<file path="config.mk">
export PLATFORM = sky130hd
export DESIGN_NAME = one_run_scheduler_flat
export DESIGN_NICKNAME = d
export VERILOG_FILES = /design/src/rtl/one_run_scheduler_pkg.sv /design/src/rtl/one_run_scheduler_if.sv /design/src/rtl/one_run_scheduler_req_edge_sync.sv /design/src/rtl/one_run_scheduler.sv /design/src/flat_wrapper.sv
export SDC_FILE = /design/constraint.sdc
export NUM_CORES = 1
export LEC_CHECK = 0
export BUFFER_PORTS_ARGS = -buffer_cell sky130_fd_sc_hd__buf_2
export CAP_MARGIN = 5
export CELL_PAD_IN_SITES_DETAIL_PLACEMENT = 2
export CELL_PAD_IN_SITES_GLOBAL_PLACEMENT = 2
export CORE_UTILIZATION = 40
export DETAILED_ROUTE_END_ITERATION = 8
export HOLD_SLACK_MARGIN = 0.15
export MAX_ROUTING_LAYER = met4
export PLACE_DENSITY = 0.92
export SYNTH_ARGS = -nofsm -noshare
export SYNTH_HDL_FRONTEND = slang
export SYNTH_SLANG_ARGS = --single-unit
</file>
<file path="constraint.sdc">
create_clock -name qzt_clk -period 6.4 [get_ports qzt_clk]
set_input_delay 0.32 -clock qzt_clk [delete_from_list [all_inputs] [get_ports qzt_clk]]
set_output_delay 0.32 -clock qzt_clk [all_outputs]
set_load 0.01 [all_outputs]
</file>
<file path="src/rtl/one_run_scheduler_pkg.sv">
// Shared types for one_run_scheduler: FSM state and counter-owner encodings.
package one_run_scheduler_pkg;

  localparam int unsigned DEF_CNT_W       = 8;
  localparam int unsigned DEF_PER_W       = 30;
  localparam int unsigned DEF_SYNC_STAGES = 2;

  typedef enum logic [1:0] {
    S_IDLE = 2'd0,
    S_ARM  = 2'd1,
    S_RUN  = 2'd2,
    S_DONE = 2'd3
  } state_e;

  typedef enum logic {
    OWN_A = 1'b0,
    OWN_B = 1'b1
  } owner_e;

  function automatic owner_e other_side(input owner_e o);
    return (o == OWN_A) ? OWN_B : OWN_A;
  endfunction

endpackage

</file>
<file path="src/rtl/one_run_scheduler_if.sv">
// Request/limit/status bundle of one_run_scheduler; abort/aborted exist only
// when ONE_RUN_ABORT_EN is defined.
interface one_run_scheduler_if #(
  parameter int unsigned CNT_W = 8,
  parameter int unsigned PER_W = 30
);
  logic             req_a;
  logic             req_b;
  logic [CNT_W-1:0] limit_a;
  logic [CNT_W-1:0] limit_b;
  logic [PER_W-1:0] period;
  logic             busy;
  logic             grant_a;
  logic             grant_b;
  logic             tick;
  logic [CNT_W-1:0] count;
  logic             done_a;
  logic             done_b;
`ifdef ONE_RUN_ABORT_EN
  logic             abort;
  logic             aborted;
`endif

  modport master (
    output req_a, req_b, limit_a, limit_b, period,
`ifdef ONE_RUN_ABORT_EN
    output abort,
    input  aborted,
`endif
    input  busy, grant_a, grant_b, tick, count, done_a, done_b
  );

  modport slave (
    input  req_a, req_b, limit_a, limit_b, period,
`ifdef ONE_RUN_ABORT_EN
    input  abort,
    output aborted,
`endif
    output busy, grant_a, grant_b, tick, count, done_a, done_b
  );
endinterface

</file>
<file path="src/rtl/one_run_scheduler_req_edge_sync.sv">
// Synchronizes an asynchronous request level and emits a one-cycle pulse on
// each rising edge of the synchronized level.
module req_edge_sync #(
  parameter int unsigned SYNC_STAGES = 2
) (
  input  logic clk_i,
  input  logic rst_ni,
  input  logic req_i,
  output logic rise_o
);

  logic [SYNC_STAGES-1:0] sync_q;
  logic                   last_q;

  always_ff @(posedge clk_i or negedge rst_ni) begin
    if (!rst_ni) begin
      sync_q <= '0;
      last_q <= 1'b0;
    end else begin
      sync_q <= {sync_q[SYNC_STAGES-2:0], req_i};
      last_q <= sync_q[SYNC_STAGES-1];
    end
  end

  assign rise_o = sync_q[SYNC_STAGES-1] & ~last_q;

endmodule

</file>
<file path="src/rtl/one_run_scheduler.sv">
// Round-robin sharing of one single-shot run counter between requesters A and B.
// Define ONE_RUN_ABORT_EN to add the abort input and aborted flag.
module one_run_scheduler
  import one_run_scheduler_pkg::*;
#(
  parameter int unsigned CNT_W       = DEF_CNT_W,
  parameter int unsigned PER_W       = DEF_PER_W,
  parameter int unsigned SYNC_STAGES = DEF_SYNC_STAGES
) (
  input logic                qzt_clk,
  input logic                rst_n,
  one_run_scheduler_if.slave bus
);

  logic rise_a, rise_b;

  req_edge_sync #(.SYNC_STAGES(SYNC_STAGES)) u_sync_a (
    .clk_i  (qzt_clk),
    .rst_ni (rst_n),
    .req_i  (bus.req_a),
    .rise_o (rise_a)
  );

  req_edge_sync #(.SYNC_STAGES(SYNC_STAGES)) u_sync_b (
    .clk_i  (qzt_clk),
    .rst_ni (rst_n),
    .req_i  (bus.req_b),
    .rise_o (rise_b)
  );

  state_e           state_q, state_d;
  owner_e           owner_q, owner_d;
  owner_e           rr_q, rr_d;
  logic             pend_a_q, pend_a_d;
  logic             pend_b_q, pend_b_d;
  logic [CNT_W-1:0] lim_q, lim_d;
  logic [CNT_W-1:0] cnt_q, cnt_d;
  logic [PER_W-1:0] per_q, per_d;
  logic [PER_W-1:0] pre_q, pre_d;
  logic             gnt_a, gnt_b, tick;
  logic             start;
  logic             abort_in;
  logic             aborted_q, aborted_d;

`ifdef ONE_RUN_ABORT_EN
  assign abort_in = bus.abort;
`else
  assign abort_in = 1'b0;
`endif

  always_comb begin
    state_d   = state_q;
    owner_d   = owner_q;
    rr_d      = rr_q;
    lim_d     = lim_q;
    per_d     = per_q;
    pre_d     = pre_q;
    cnt_d     = cnt_q;
    aborted_d = aborted_q;
    gnt_a     = 1'b0;
    gnt_b     = 1'b0;
    tick      = 1'b0;
    start     = 1'b0;

    unique case (state_q)
      S_IDLE: begin
        // The RR pointer only moves on a genuine tie; a lone request leaves it alone.
        if (pend_a_q && pend_b_q) begin
          start   = 1'b1;
          owner_d = rr_q;
          rr_d    = other_side(rr_q);
        end else if (pend_a_q) begin
          start   = 1'b1;
          owner_d = OWN_A;
        end else if (pend_b_q) begin
          start   = 1'b1;
          owner_d = OWN_B;
        end
        if (start) begin
          gnt_a     = (owner_d == OWN_A);
          gnt_b     = (owner_d == OWN_B);
          lim_d     = (owner_d == OWN_A) ? bus.limit_a : bus.limit_b;
          per_d     = (bus.period == '0) ? PER_W'(1) : bus.period;
          aborted_d = 1'b0;
          state_d   = S_ARM;
        end
      end
      S_ARM: begin
        cnt_d = '0;
        pre_d = '0;
        if (abort_in) begin
          aborted_d = 1'b1;
          state_d   = S_DONE;
        end else if (lim_q == '0) begin
          state_d = S_DONE;
        end else begin
          state_d = S_RUN;
        end
      end
      S_RUN: begin
        if (abort_in) begin
          aborted_d = 1'b1;
          state_d   = S_DONE;
        end else if (pre_q == per_q - 1'b1) begin
          tick  = 1'b1;
          pre_d = '0;
          cnt_d = cnt_q + 1'b1;
          if (cnt_q + 1'b1 == lim_q) state_d = S_DONE;
        end else begin
          pre_d = pre_q + 1'b1;
        end
      end
      S_DONE: begin
        state_d = S_IDLE;
      end
      default: state_d = S_IDLE;
    endcase

    // A fresh edge wins over the grant-clear so an edge during the owner's run re-queues it.
    pend_a_d = rise_a | (pend_a_q & ~gnt_a);
    pend_b_d = rise_b | (pend_b_q & ~gnt_b);
  end

  always_ff @(posedge qzt_clk or negedge rst_n) begin
    if (!rst_n) begin
      state_q   <= S_IDLE;
      owner_q   <= OWN_A;
      rr_q      <= OWN_A;
      pend_a_q  <= 1'b0;
      pend_b_q  <= 1'b0;
      lim_q     <= '0;
      per_q     <= '0;
      pre_q     <= '0;
      cnt_q     <= '0;
      aborted_q <= 1'b0;
    end else begin
      state_q   <= state_d;
      owner_q   <= owner_d;
      rr_q      <= rr_d;
      pend_a_q  <= pend_a_d;
      pend_b_q  <= pend_b_d;
      lim_q     <= lim_d;
      per_q     <= per_d;
      pre_q     <= pre_d;
      cnt_q     <= cnt_d;
      aborted_q <= aborted_d;
    end
  end

  logic active;
  assign active = (state_q == S_ARM) || (state_q == S_RUN);

  assign bus.busy    = active;
  assign bus.grant_a = gnt_a | (active && owner_q == OWN_A);
  assign bus.grant_b = gnt_b | (active && owner_q == OWN_B);
  assign bus.tick    = tick;
  assign bus.count   = cnt_q;
  assign bus.done_a  = (state_q == S_DONE) && (owner_q == OWN_A);
  assign bus.done_b  = (state_q == S_DONE) && (owner_q == OWN_B);
`ifdef ONE_RUN_ABORT_EN
  assign bus.aborted = (state_q == S_DONE) && aborted_q;
`endif

endmodule

</file>
<file path="src/flat_wrapper.sv">
// flat-port wrapper written by rule: the top's interface ports become plain ports
module one_run_scheduler_flat import one_run_scheduler_pkg::*;
#(
  parameter int unsigned CNT_W       = DEF_CNT_W,
  parameter int unsigned PER_W       = DEF_PER_W,
  parameter int unsigned SYNC_STAGES = DEF_SYNC_STAGES
)
  (qzt_clk, rst_n, bus_req_a, bus_req_b, bus_limit_a, bus_limit_b, bus_period, bus_busy, bus_grant_a, bus_grant_b, bus_tick, bus_count, bus_done_a, bus_done_b);
  one_run_scheduler_if #(.CNT_W(CNT_W), .PER_W(PER_W)) bus_i ();
  input logic qzt_clk;
  input logic rst_n;
  input wire logic [$bits(bus_i.req_a)-1:0] bus_req_a;
  input wire logic [$bits(bus_i.req_b)-1:0] bus_req_b;
  input wire logic [$bits(bus_i.limit_a)-1:0] bus_limit_a;
  input wire logic [$bits(bus_i.limit_b)-1:0] bus_limit_b;
  input wire logic [$bits(bus_i.period)-1:0] bus_period;
  output wire logic [$bits(bus_i.busy)-1:0] bus_busy;
  output wire logic [$bits(bus_i.grant_a)-1:0] bus_grant_a;
  output wire logic [$bits(bus_i.grant_b)-1:0] bus_grant_b;
  output wire logic [$bits(bus_i.tick)-1:0] bus_tick;
  output wire logic [$bits(bus_i.count)-1:0] bus_count;
  output wire logic [$bits(bus_i.done_a)-1:0] bus_done_a;
  output wire logic [$bits(bus_i.done_b)-1:0] bus_done_b;
  assign bus_i.req_a = bus_req_a;
  assign bus_i.req_b = bus_req_b;
  assign bus_i.limit_a = bus_limit_a;
  assign bus_i.limit_b = bus_limit_b;
  assign bus_i.period = bus_period;
  assign bus_busy = bus_i.busy;
  assign bus_grant_a = bus_i.grant_a;
  assign bus_grant_b = bus_i.grant_b;
  assign bus_tick = bus_i.tick;
  assign bus_count = bus_i.count;
  assign bus_done_a = bus_i.done_a;
  assign bus_done_b = bus_i.done_b;
  one_run_scheduler #(.CNT_W(CNT_W), .PER_W(PER_W), .SYNC_STAGES(SYNC_STAGES)) u_core (.qzt_clk(qzt_clk), .rst_n(rst_n), .bus(bus_i));
endmodule
</file>
==> metrics.md, run 1 <==
| Metric | Value |
|---|---|
| Seq pwr share | 0.368 |
| Clock Tree Buf Depth | 2 |
| Reg2Reg Setup Slack | 1.87 ns |
| Worst-path maximum fanout | 28 |
| Area Growth Syn to Fin | 15.0% |
| Worst R2R End | u_core.pre_q[10] |
| Fmax | 0.221 GHz |
| Layout net count | 670 |
| Switch share | 0.456 |
| Worst hold path class | primary input to flop |
| Ratio of cells with drive above 1 in the final layout | 0.199 |
| Ys async rst share | 1.00 |
| PwrDens | 441 mW/mm^2 |
| Max-slew headroom | 0.339 |
| Largest net degree at the start of global routing | 74 |
| Min Hold Slack | 0.207 ns |
| Die W | 118 microns |
| Multi-input logic area | 0.00298 sq mm |
| Max-slew violations | 0 |
| Reg clk slew, reported paths | 0.07 ns |
| DRT Wirelength | 20400 microns |
| Number of flops mapped to enable cells by yosys | 0 |
| Number of global-route vias before repair | 5607 |
| Detailed placer's ending HPWL | 14400 microns |
| GR Overflow Total | 0 |
| Clock network fraction of design power | 0.208 |
| Combinational Power Share | 0.424 |
| Post-layout instance area | 0.00614 sq mm |
| Peak supply drop | 220 uV |
| Total Neg Setup Slack | 0 ns |
| #FFs+latches synth | 88 |
| Vias per inst | 6.16 |
| Crit path cell chain | inv_1 -> ha_1 -> nor4b_4 -> nand3_1 -> or4_1 -> o21ai_0 -> nand4bb_1 -> or4_4 -> a21oi_4 -> nor2_1 |
| Crit path capture type | flop |
| CP arrival | 4.72 ns |
| Net switching power | 1.24 mW |
| YS warnings | 0 |
| GP Congestion | 0.893 |
| Mapped cell area | 0.00534 sq mm |
| CTS root buf | clkbuf_16 |
| Die H | 118 microns |
| Syn Area/Cell | 9.61 sq um |
| Skew final | 0.00688 ns |
| Fillers | 1371 |
| Initial antenna violation count | 2 |
| Cells after synthesis | 556 |
| Core ar. | 0.0128 sq mm |
| First-pass GRT wire length | 32300 microns |
| HP Start | bus_period[16] |
| Crit path time final | 4.53 ns |
| R2r worst-path depth | 10 |
| Mean routed wirelength per cell | 25.7 microns |
| Post-DRT Antenna Nets | 0 |
| Buffers on Ports | 63 |
| Yosys cell types | 57 |
| Die area | 0.0138 sq mm |
| Max cap viols | 0 |
| Starting Density | 0.417 |
| Launching point of the worst reg2reg path | u_core.per_q[0] |
| Data required, critical path | 6.60 ns |
| Worst setup SP type | flop |
| RSZ-0062 raised after global routing | false |
| Pre-antenna DRT Iters | 4 |
| Total CTS buffers | 9 |
| Setup-failing EPs final | 0 |
| Slowest stage cell, crit path | a21oi_4 |
| CTS sink count | 88 |
| Tcrit/Tclk final | 0.707 |
| Iteration-0 DRC Markers | 246 |
| Result of the run | complete, no violations |
| Final hold violation count | 0 |
| Primary FF master, synth | dfrtp_1 |
| FF/Latch Area | 0.00220 sq mm |
| Cell family with most CP delay | simple AND/OR/NAND/NOR gates |
| Hold Path End | u_core.per_q[16] |
| Vias | 4882 |
| Cell Int Power | 1.48 mW |
| TritonCTS clock tree | yes |
| Placed Area | 0.00580 sq mm |
| DRC Markers | 0 |
| GRT Total Usage | 0.313 |
| Clk Latency, worst-skew pair | 0.36 ns |
| Slew @ Worst Pin | 0.992 ns |
| Worst path max stage delay | 0.75 ns |
| P_leak | 2.57 nW |
| Row count | 41 |
| Hold Path Cell Cnt | 2 |
| Bufs and invs on worst path | 1 |
| I/O pin count | 64 |
| H-tree Lvls | 3 |
| CP Class | flop to flop |
| Syn nets | 613 |
| Register area share after synthesis | 0.412 |
| Post-CTS setup buffers | 0 |
[per-stage QoR]
step | util | setup slack (ns) | instances | power [mW]
4_1_cts | 0.479 | 2.01 | 790 | 2.69
3_3_place_gp | 0.452 | 2.51 | 771 | 1.95
6_report | 0.479 | 1.87 | 792 | 2.71
3_5_place_dp | 0.452 | 2.13 | 771 | 2.09
5_1_grt | 0.479 | 1.66 | 792 | 2.83
2_1_floorplan | - | 2.92 | 556 | 1.70
[worst max-delay path by stage]
stage                          start               end  slack (ns)  depth (start not counted)
floorplan           u_core.per_q[10]          bus_tick        2.92                         10
global placement     u_core.per_q[0]  u_core.pre_q[17]        2.51                         10
detailed placement   u_core.per_q[0]  u_core.pre_q[10]        2.13                         10
CTS                  u_core.per_q[0]  u_core.pre_q[10]        2.01                         10
global route         u_core.per_q[0]   u_core.pre_q[4]        1.66                         10
finish               u_core.per_q[0]  u_core.pre_q[10]        1.87                         10
[worst register-to-register path: stages, from the launching register on]
cell and delay [ns]:
dfrtp_1 0.44, inv_1 0.13, ha_1 0.25, nor4b_4 0.47, nand3_1 0.34, or4_1 0.59
o21ai_0 0.31, nand4bb_1 0.20, or4_4 0.71, a21oi_4 0.75, nor2_1 0.17
[registers in the layout, indices dropped and copies added, names as in the netlist]
signal / count
u_core.per_q: 30
u_core.u_sync_a.last_q: 1
u_core.pend_b_q: 1
u_core.pre_q: 30
u_core.u_sync_a.sync_q: 2
u_core.state_q: 2
u_core.owner_q: 1
u_core.lim_q: 8
u_core.bus.count: 8
u_core.rr_q: 1
u_core.pend_a_q: 1
u_core.u_sync_b.last_q: 1
u_core.u_sync_b.sync_q: 2
[what timing repair did]
| action | 4_1_cts | 5_1_grt |
|---|---|---|
| hold endpoints to repair | 17 | 0 |
| hold buffers | 3 | 0 |
| gates resized for setup | 0 | 0 |
[cell type report]
cell class                 instances  area share
antenna                            2    0.000814
clock buffer                       9      0.0367
clock inverter                     7      0.0136
inverter                          16     0.00977
multi-input combinational        429       0.485
sequential                        88       0.358
tap                              172      0.0350
timing repair buffer              69      0.0603
[cell usage after synthesis, drive strengths merged (2+ instances only)]
master,number,area [sq um]
a21oi,6,41.3
a31oi,4,25.0
a41oi,3,26.3
and2,3,18.8
and3,9,56.3
buf,6,46.3
clkbuf,17,63.8
dfrtp,88,2200
ha,7,87.6
inv,16,60.1
mux2,29,327
mux2i,12,120
nand2,44,165
nand2b,2,12.5
nand3,23,115
nand3b,2,15.0
nand4,19,119
nand4b,2,17.5
nand4bb,2,22.5
nor2,54,203
nor2b,2,12.5
nor3,17,90.1
nor3b,2,15.0
nor4,22,144
o211ai,6,45.0
o21ai,27,135
o22ai,4,25.0
o311ai,4,35.0
o31ai,4,30.0
or2,2,12.5
or3,5,31.3
or4,17,143
or4b,2,20.0
xnor2,44,385
xor2,37,324
[kinds of logic after synthesis]
group,count (synthesis),share of synthesized area
and+or+nand+nor,232,0.235
xor gates and xnor gates,82,0.137
AOI/OAI and AO/OA,67,0.0838
muxes,41,0.0836
DFF,88,0.412
adders and majority gates,7,0.0164
buffers and inverters,39,0.0318
[routing by layer]
metal	track usage	up-vias	part of all wire
met5	-	-	0
met4	0.174	0	0.043
met3	0.0664	61	0.042
met2	0.518	164	0.52
met1	0.351	2534	0.39
li1	-	2123	-
[power by group through the flow]
stage,sequential [mW],combinational (mW),clock [mW]
6_report,0.997,1.15,0.564
5_1_grt,1.01,1.23,0.591
4_1_cts,0.986,1.14,0.570
3_5_place_dp,0.992,1.10,0
3_3_place_gp,0.961,0.994,0
2_1_floorplan,0.857,0.846,0
[cells in the final DEF, fill, tap and decap left out, types with 4 or more instances in the layout]
| cell type | count |
|---|---|
| a21oi_1 | 5 |
| a31oi_1 | 4 |
| and3_1 | 9 |
| buf_2 | 62 |
| buf_4 | 4 |
| clkbuf_16 | 9 |
| dfrtp_1 | 88 |
| ha_1 | 7 |
| inv_1 | 16 |
| mux2_2 | 29 |
| mux2i_1 | 12 |
| nand2_1 | 44 |
| nand3_1 | 23 |
| nand4_1 | 19 |
| nor2_1 | 54 |
| nor3_1 | 16 |
| nor4_1 | 21 |
| o211ai_1 | 6 |
| o21ai_0 | 26 |
| o22ai_1 | 4 |
| o311ai_0 | 4 |
| o31ai_1 | 4 |
| or3_1 | 5 |
| or4_1 | 13 |
| or4_4 | 4 |
| xnor2_1 | 44 |
| xor2_1 | 37 |
(Power assumes the default switching activity.)
==> run 2: changes to the inputs <==
CORE_UTILIZATION = 37   (was 40)
PLACE_DENSITY = 0.86   (was 0.92)
clock period = 4.18 ns   (was 6.4 ns; I/O delays follow)
==> run 2 against run 1 <==
Against the previous run: hold slack worse by 0.059 ns; critical path type is now flop to primary output; non-clock buffer count rose by 35; die area increased by 8.0%.
==> metrics.md, run 2 (synthesized netlist as in run 1, its figures left out) <==
| Metric | Value |
|---|---|
| Iteration-0 DRC Markers | 205 (-17%) |
| H-tree Lvls | 3 (unchanged) |
| Worst path max stage delay | 0.72 ns (-0.03 ns) |
| Die W | 122 microns (+3.9%) |
| Mean routed wirelength per cell | 24.4 microns (-5.0%) |
| Max-slew violations | 0 (unchanged) |
| Fillers | 1476 (+7.7%) |
| Reg2Reg Setup Slack | 0.16 ns (-1.71 ns) |
| Crit path cell chain | inv_1 -> ha_1 -> nor4b_4 -> nand3_1 -> or4_1 -> o21ai_0 -> nand4bb_1 -> or4_4 -> nor2_1 -> buf_2 |
| Crit path time final | 4.15 ns |
| Pre-antenna DRT Iters | 4 (unchanged) |
| Post-layout util | 0.466 (-0.0136) |
| GR Overflow Total | 0 (unchanged) |
| DRC Markers | 0 (unchanged) |
| Area Growth Syn to Fin | 21.9% |
| Detailed placer's ending HPWL | 13300 microns (-7.2%) |
| Die H | 122 microns (+3.9%) |
| PwrDens | 651 mW/mm^2 (+48%) |
| Crit path capture type | primary output |
| DRT Wirelength | 20300 microns (about the same) |
| Most common cell after layout, fill and taps aside | dfrtp_1 |
| Peak supply drop | 332 uV (+51%) |
| Worst setup SP type | flop |
| P_leak | 2.74 nW (+6.4%) |
| Worst-path maximum fanout | 16 (-43%) |
| Number of antenna diodes | 0 (-2) |
| Initial antenna violation count | 0 (-2) |
| Reg clk slew, reported paths | 0.07 ns (about the same) |
| Worst R2R End | u_core.pre_q[28] |
| GRT Total Usage | 0.301 (-0.0114) |
| Total Neg Setup Slack | 0 ns (unchanged) |
| Starting Density | 0.382 (-0.0347) |
| Buffers on Ports | 63 (unchanged) |
| Worst hold path class | primary input to flop |
| CP Class | flop to primary output |
| Skew final | 0.00860 ns (+0.00172 ns) |
| Number of global-route vias before repair | 5612 (+0.089%) |
| R2r worst-path depth | 11 (+1) |
| I/O pin count | 64 (unchanged) |
| Post-DRT Antenna Nets | 0 (unchanged) |
| Fmax | 0.241 GHz |
| CTS sink count | 88 (unchanged) |
| Slowest stage cell, crit path | or4_4 |
| TritonCTS clock tree | yes |
| Max cap viols | 0 (unchanged) |
| Die area | 0.0149 sq mm (+8.0%) |
| CP arrival | 3.94 ns (-0.78 ns) |
| Final hold violation count | 0 (unchanged) |
| Setup-failing EPs final | 0 (unchanged) |
| Result of the run | complete, no violations |
| Hold Path Cell Cnt | 3 (+1) |
| Most frequent cells in the layout | dfrtp_1, buf_2, nor2_1 |
| Launching point of the worst reg2reg path | u_core.per_q[0] |
| Max-slew headroom | 0.516 (+0.177) |
| RSZ-0062 raised after global routing | false |
| Data required, critical path | 3.97 ns (-2.63 ns) |
| CTS root buf | clkbuf_16 |
| Vias | 4955 (+1.5%) |
| First-pass GRT wire length | 32500 microns (+0.53%) |
| Post-CTS setup buffers | 0 (unchanged) |
| Total CTS buffers | 9 (unchanged) |
| GP Congestion | 0.916 (+2.7%) |
| Hold Path End | u_core.lim_q[4] |
| Largest net degree at the start of global routing | 50 (-32%) |
| Row count | 43 (+4.9%) |
| Clk Latency, worst-skew pair | 0.36 ns (about the same) |
| Core ar. | 0.0140 sq mm (+9.1%) |
| Cell family with most CP delay | simple AND/OR/NAND/NOR gates |
| Layout net count | 705 (+5.2%) |
| Total power draw | 4.24 mW (+56%) |
| HP Start | bus_limit_a[4] |
| Vias per inst | 5.95 (-3.5%) |
| Tcrit/Tclk final | 0.993 |
| Ratio of cells with drive above 1 in the final layout | 0.194 (-0.00454) |
| Top Registers | u_core.per_q: 30 flops, u_core.pre_q: 30 flops |
| Slew @ Worst Pin | 0.721 ns (-0.271 ns) |
| Bufs and invs on worst path | 2 (+1) |
| Clock Tree Buf Depth | 2 (unchanged) |
-- run 2: how the worst max path moves through the flow --
| stage | startpoint | to | slack (ns) | cells past startpoint |
|---|---|---|---|---|
| final | u_core.per_q[0] | bus_tick | 0.03 | 10 |
| after global routing | u_core.per_q[0] | bus_tick | 0.02 | 10 |
| after CTS | u_core.per_q[4] | bus_tick | 0.20 | 8 |
| after detailed placement | u_core.per_q[4] | u_core.pre_q[11] | 0.39 | 9 |
| after global placement | u_core.per_q[4] | u_core.pre_q[6] | 0.52 | 9 |
| after floorplan | u_core.per_q[10] | u_core.bus.count[6] | 0.75 | 10 |
-- run 2: power by group --
group | total [mW] | internal, mW | switching (mW) | leakage (nW)
Clock | 0.911 | 0.545 | 0.366 | 0.159
Sequential | 1.51 | 1.08 | 0.431 | 1.12
Combinational | 1.82 | 0.749 | 1.07 | 1.46
Total | 4.24 | 2.38 | 1.87 | 2.74
-- run 2: what timing repair did --
action | CTS | global route
hold buffers | 33 | 0
hold endpoints to repair | 70 | 0
setup endpoints to repair | 0 | 1
gates resized for setup | 0 | 2
-- run 2: layer usage --
metal / vias up / part of all wire / track usage / wire [microns]
li1: 2196 / - / - / -
met4: 0 / 0.037 / 0.146 / 748
met3: 56 / 0.038 / 0.0379 / 778
met1: 2591 / 0.42 / 0.366 / 8500
met5: - / 0 / - / 0
met2: 112 / 0.51 / 0.494 / 10300
-- run 2: cell type report --
type / instances / area, sq um / share of cell area
Inverter: 16 / 60.1 / 0.00922
Sequential cell: 88 / 2200 / 0.338
Tap cell: 180 / 225 / 0.0346
Clock inverter: 4 / 76.3 / 0.0117
Timing Repair Buffer: 104 / 708 / 0.109
Multi-Input combinational cell: 429 / 2990 / 0.460
Clock buffer: 12 / 246 / 0.0378
-- run 2: stage by stage --
stage | setup slack [ns] | cells | instance area [sq um] | hold slack, ns
4_1_cts | 0.204 | 833 | 6500 | 0.152
3_5_place_dp | 0.391 | 784 | 5850 | 0.250
2_1_floorplan | 0.750 | 556 | 5340 | -0.0866
6_report | 0.0289 | 833 | 6510 | 0.149
3_3_place_gp | 0.516 | 784 | 5850 | 0.231
5_1_grt | 0.0195 | 833 | 6510 | 0.166
-- run 2: worst register-to-register path, cell delays in order, from the launching register on --
cell and delay, ns:
dfrtp_1 0.47, inv_1 0.12, ha_1 0.22, nor4b_4 0.29, nand3_1 0.21, or4_1 0.61
o21ai_0 0.37, nand4bb_1 0.24, or4_4 0.72, a21oi_4 0.18, buf_4 0.34, nor2_1 0.12
==> run 3: changes to the inputs <==
CORE_UTILIZATION = 38   (was 37)
CTS_BUF_LIST = sky130_fd_sc_hd__clkbuf_8   (was unset)
GPL_TIMING_DRIVEN = 0   (was unset)
PLACE_DENSITY = 0.88   (was 0.86)
==> run 3 against run 2 <==
Against the previous run: the run now ends with negative setup slack left; utilization rose by 3.3 points; largest cell class unchanged; worst setup slack lost 0.12 ns; final cell count rose by 3.1%; combinational power rose by 16%; critical path type unchanged.
==> metrics.md, run 3 (synthesized netlist as in run 1, its figures left out) <==
| Metric | Value |
|---|---|
| Iteration-0 DRC Markers | 301 (+47%) |
| Most used cell along the critical path | nand4_1 |
| P_leak | 2.79 nW (+2.1%) |
| Row count | 42 (-2.3%) |
| Vias | 5294 (+6.8%) |
| Final worst setup slack | -0.0955 ns (-0.124 ns) |
| Vias per inst | 6.16 (+3.6%) |
| CTS root buf | clkbuf_8 |
| Max-slew headroom | 0.151 (-0.365) |
| Number of global-route vias before repair | 6010 (+7.1%) |
| CP Class | flop to primary output |
| Worst-path maximum fanout | 10 (-6) |
| Pre-antenna DRT Iters | 4 (unchanged) |
| Largest net degree at the start of global routing | 55 (+10%) |
| Post-layout instance area | 0.00671 sq mm (+3.0%) |
| GRT Total Usage | 0.341 (+0.0397) |
| Fmax | 0.234 GHz (-2.9%) |
| Reg clk slew, reported paths | 0.12 ns (+0.05 ns) |
| Max cap viols | 0 (unchanged) |
| Pre-CTS setup slack | -0.0694 ns (-0.461 ns) |
| Total power draw | 4.39 mW (+3.4%) |
| Slew @ Worst Pin | 1.26 ns (+0.543 ns) |
| Inst Count DP | 796 (+1.5%) |
| Crit path cell chain | nor3_4 -> nand4_1 -> o21ai_0 -> nand4_1 -> nand4bb_1 -> or4_4 -> buf_6 -> clkbuf_4 -> nor2_1 -> buf_2 |
| GR Overflow Total | 0 (unchanged) |
| Clock Tree Buf Depth | 2 (unchanged) |
| Result of the run | finished, violations left |
| Initial antenna violation count | 1 (+1) |
| H-tree Lvls | 3 (unchanged) |
| Buffers on Ports | 63 (unchanged) |
| Clk Latency, worst-skew pair | 0.42 ns (+0.06 ns) |
| Bufs and invs on worst path | 3 (+1) |
| Worst hold path class | primary input to flop |
| Worst setup SP type | flop |
| Top Registers | u_core.per_q: 30 flops, u_core.pre_q: 30 flops |
| Worst path max stage delay | 0.55 ns (-0.17 ns) |
| Post-DRT Antenna Nets | 0 (unchanged) |
| Ratio of cells with drive above 1 in the final layout | 0.218 (+0.0240) |
| DRC Markers | 0 (unchanged) |
| Data required, critical path | 3.97 ns (about the same) |
| GP Congestion | 0.858 (-6.4%) |
| Failing checks | negative setup slack |
| Area Growth Syn to Fin | 25.5% |
| Detailed placer's ending HPWL | 13400 microns (+0.57%) |
| Die W | 121 microns (-1.3%) |
| Most frequent cells in the layout | dfrtp_1, buf_2, nor2_1 |
| Fillers | 1452 (-1.6%) |
| Reg2Reg Setup Slack | 0.04 ns (-0.12 ns) |
| Die area | 0.0145 sq mm (-2.6%) |
| Layout net count | 734 (+4.1%) |
| TritonCTS clock tree | yes |
| Final hold violation count | 0 (unchanged) |
| Mean routed wirelength per cell | 28.7 microns (+17%) |
| Cell family with most CP delay | simple AND/OR/NAND/NOR gates |
| Post-layout util | 0.498 (+0.0329) |
| Starting Density | 0.397 (+0.0152) |
| Tcrit/Tclk final | 1.02 (+0.0298) |
| DRT Wirelength | 24600 microns (+21%) |
| I/O pin count | 64 (unchanged) |
| Die H | 121 microns (-1.3%) |
| CTS sink count | 88 (unchanged) |
| Max-slew violations | 0 (unchanged) |
| PwrDens | 654 mW/mm^2 (+0.46%) |
| CP arrival | 4.07 ns (+0.13 ns) |
| Final non-filler cell total | 859 (+3.1%) |
| Setup-failing EPs final | 1 (+1) |
| Peak supply drop | 346 uV (+4.2%) |
| Crit path capture type | primary output |
| First-pass GRT wire length | 35900 microns (+11%) |
| Core ar. | 0.0135 sq mm (-3.8%) |
| Total CTS buffers | 9 (unchanged) |
| Skew final | 0.0241 ns (+0.0156 ns) |
| Most common cell after layout, fill and taps aside | dfrtp_1 |
| Crit path time final | 4.28 ns (+0.124 ns) |
| Slowest stage cell, crit path | dfrtp_1 |
| Placed Area | 0.00591 sq mm (+1.0%) |
run 3: cell count changes in the layout (fill, tap and decap cells not counted), moves of 3 or more:
| cell | previous run | this run |
|---|---|---|
| buf_6 | 0 | 3 |
| clkbuf_1 | 2 | 14 |
| clkbuf_16 | 9 | 0 |
| clkbuf_8 | 1 | 9 |
| dfrtp_1 | 88 | 84 |
| dfrtp_2 | 0 | 4 |
| dlygate4sd3_1 | 33 | 42 |
| nor4_1 | 21 | 15 |
| nor4_2 | 1 | 4 |
| nor4_4 | 0 | 3 |
run 3: report_power, final:
group | internal [mW] | switching (mW) | leakage, nW
combinational | 0.831 | 1.29 | 1.57
sequential | 1.08 | 0.498 | 1.11
clock | 0.292 | 0.390 | 0.110
total | 2.21 | 2.18 | 2.79
run 3: worst reg2reg max path: stages, from the launching register on:
cell	delay (ns)
dfrtp_1	0.47
inv_1	0.12
ha_1	0.33
clkbuf_1	0.36
nand4_1	0.21
nor3_1	1.04
nand3_1	0.34
nor3_1	0.59
nand3_1	0.21
xor2_1	0.22
nor2_1	0.09
run 3: stage by stage:
stage | TNS (ns) | hold WS [ns]
2_1_floorplan | 0 | -0.0866
3_3_place_gp | 0 | 0.319
3_5_place_dp | -0.911 | 0.212
4_1_cts | 0 | 0.165
5_1_grt | -0.229 | 0.176
6_report | -0.0955 | 0.147
run 3: path summary, 6_finish.rpt:
check,startpoint,endpoint,cells after the start
setup / recovery,u_core.per_q[4],bus_tick,10
max in group asynchronous,rst_n,u_core.bus.count[5],3
setup reg to reg,u_core.state_q[1],u_core.pre_q[27],10
hold / removal,bus_limit_b[6],u_core.lim_q[6],3
min in group asynchronous,rst_n,u_core.per_q[17],2
hold reg to reg,u_core.u_sync_b.sync_q[0],u_core.u_sync_b.sync_q[1],0
run 3: layer usage:
| metal | share of wire | track usage |
|---|---|---|
| met5 | 0 | - |
| met4 | 0.040 | 0.141 |
| met3 | 0.047 | 0.0618 |
| met2 | 0.51 | 0.578 |
| met1 | 0.40 | 0.398 |
run 3: layout make-up:
class	instances	area, sq um	area share
well taps	176	220	0.0328
plain buffers	19	97.6	0.0146
multi-input cells	429	3080	0.459
diodes	1	2.50	0.000373
flip-flops and latches	88	2210	0.329
clock buffers	9	124	0.0185
repair buffers	114	830	0.124
inverters	16	60.1	0.00896
clock inverters	7	86.3	0.0129
run 3: timing repair:
item	4_1_cts	5_1_grt
pin swaps	1	4
setup endpoints to repair	21	23
endpoints found under the hold margin	71	0
resized for setup	5	21
hold buffers	42	0
buffers inserted	3	5
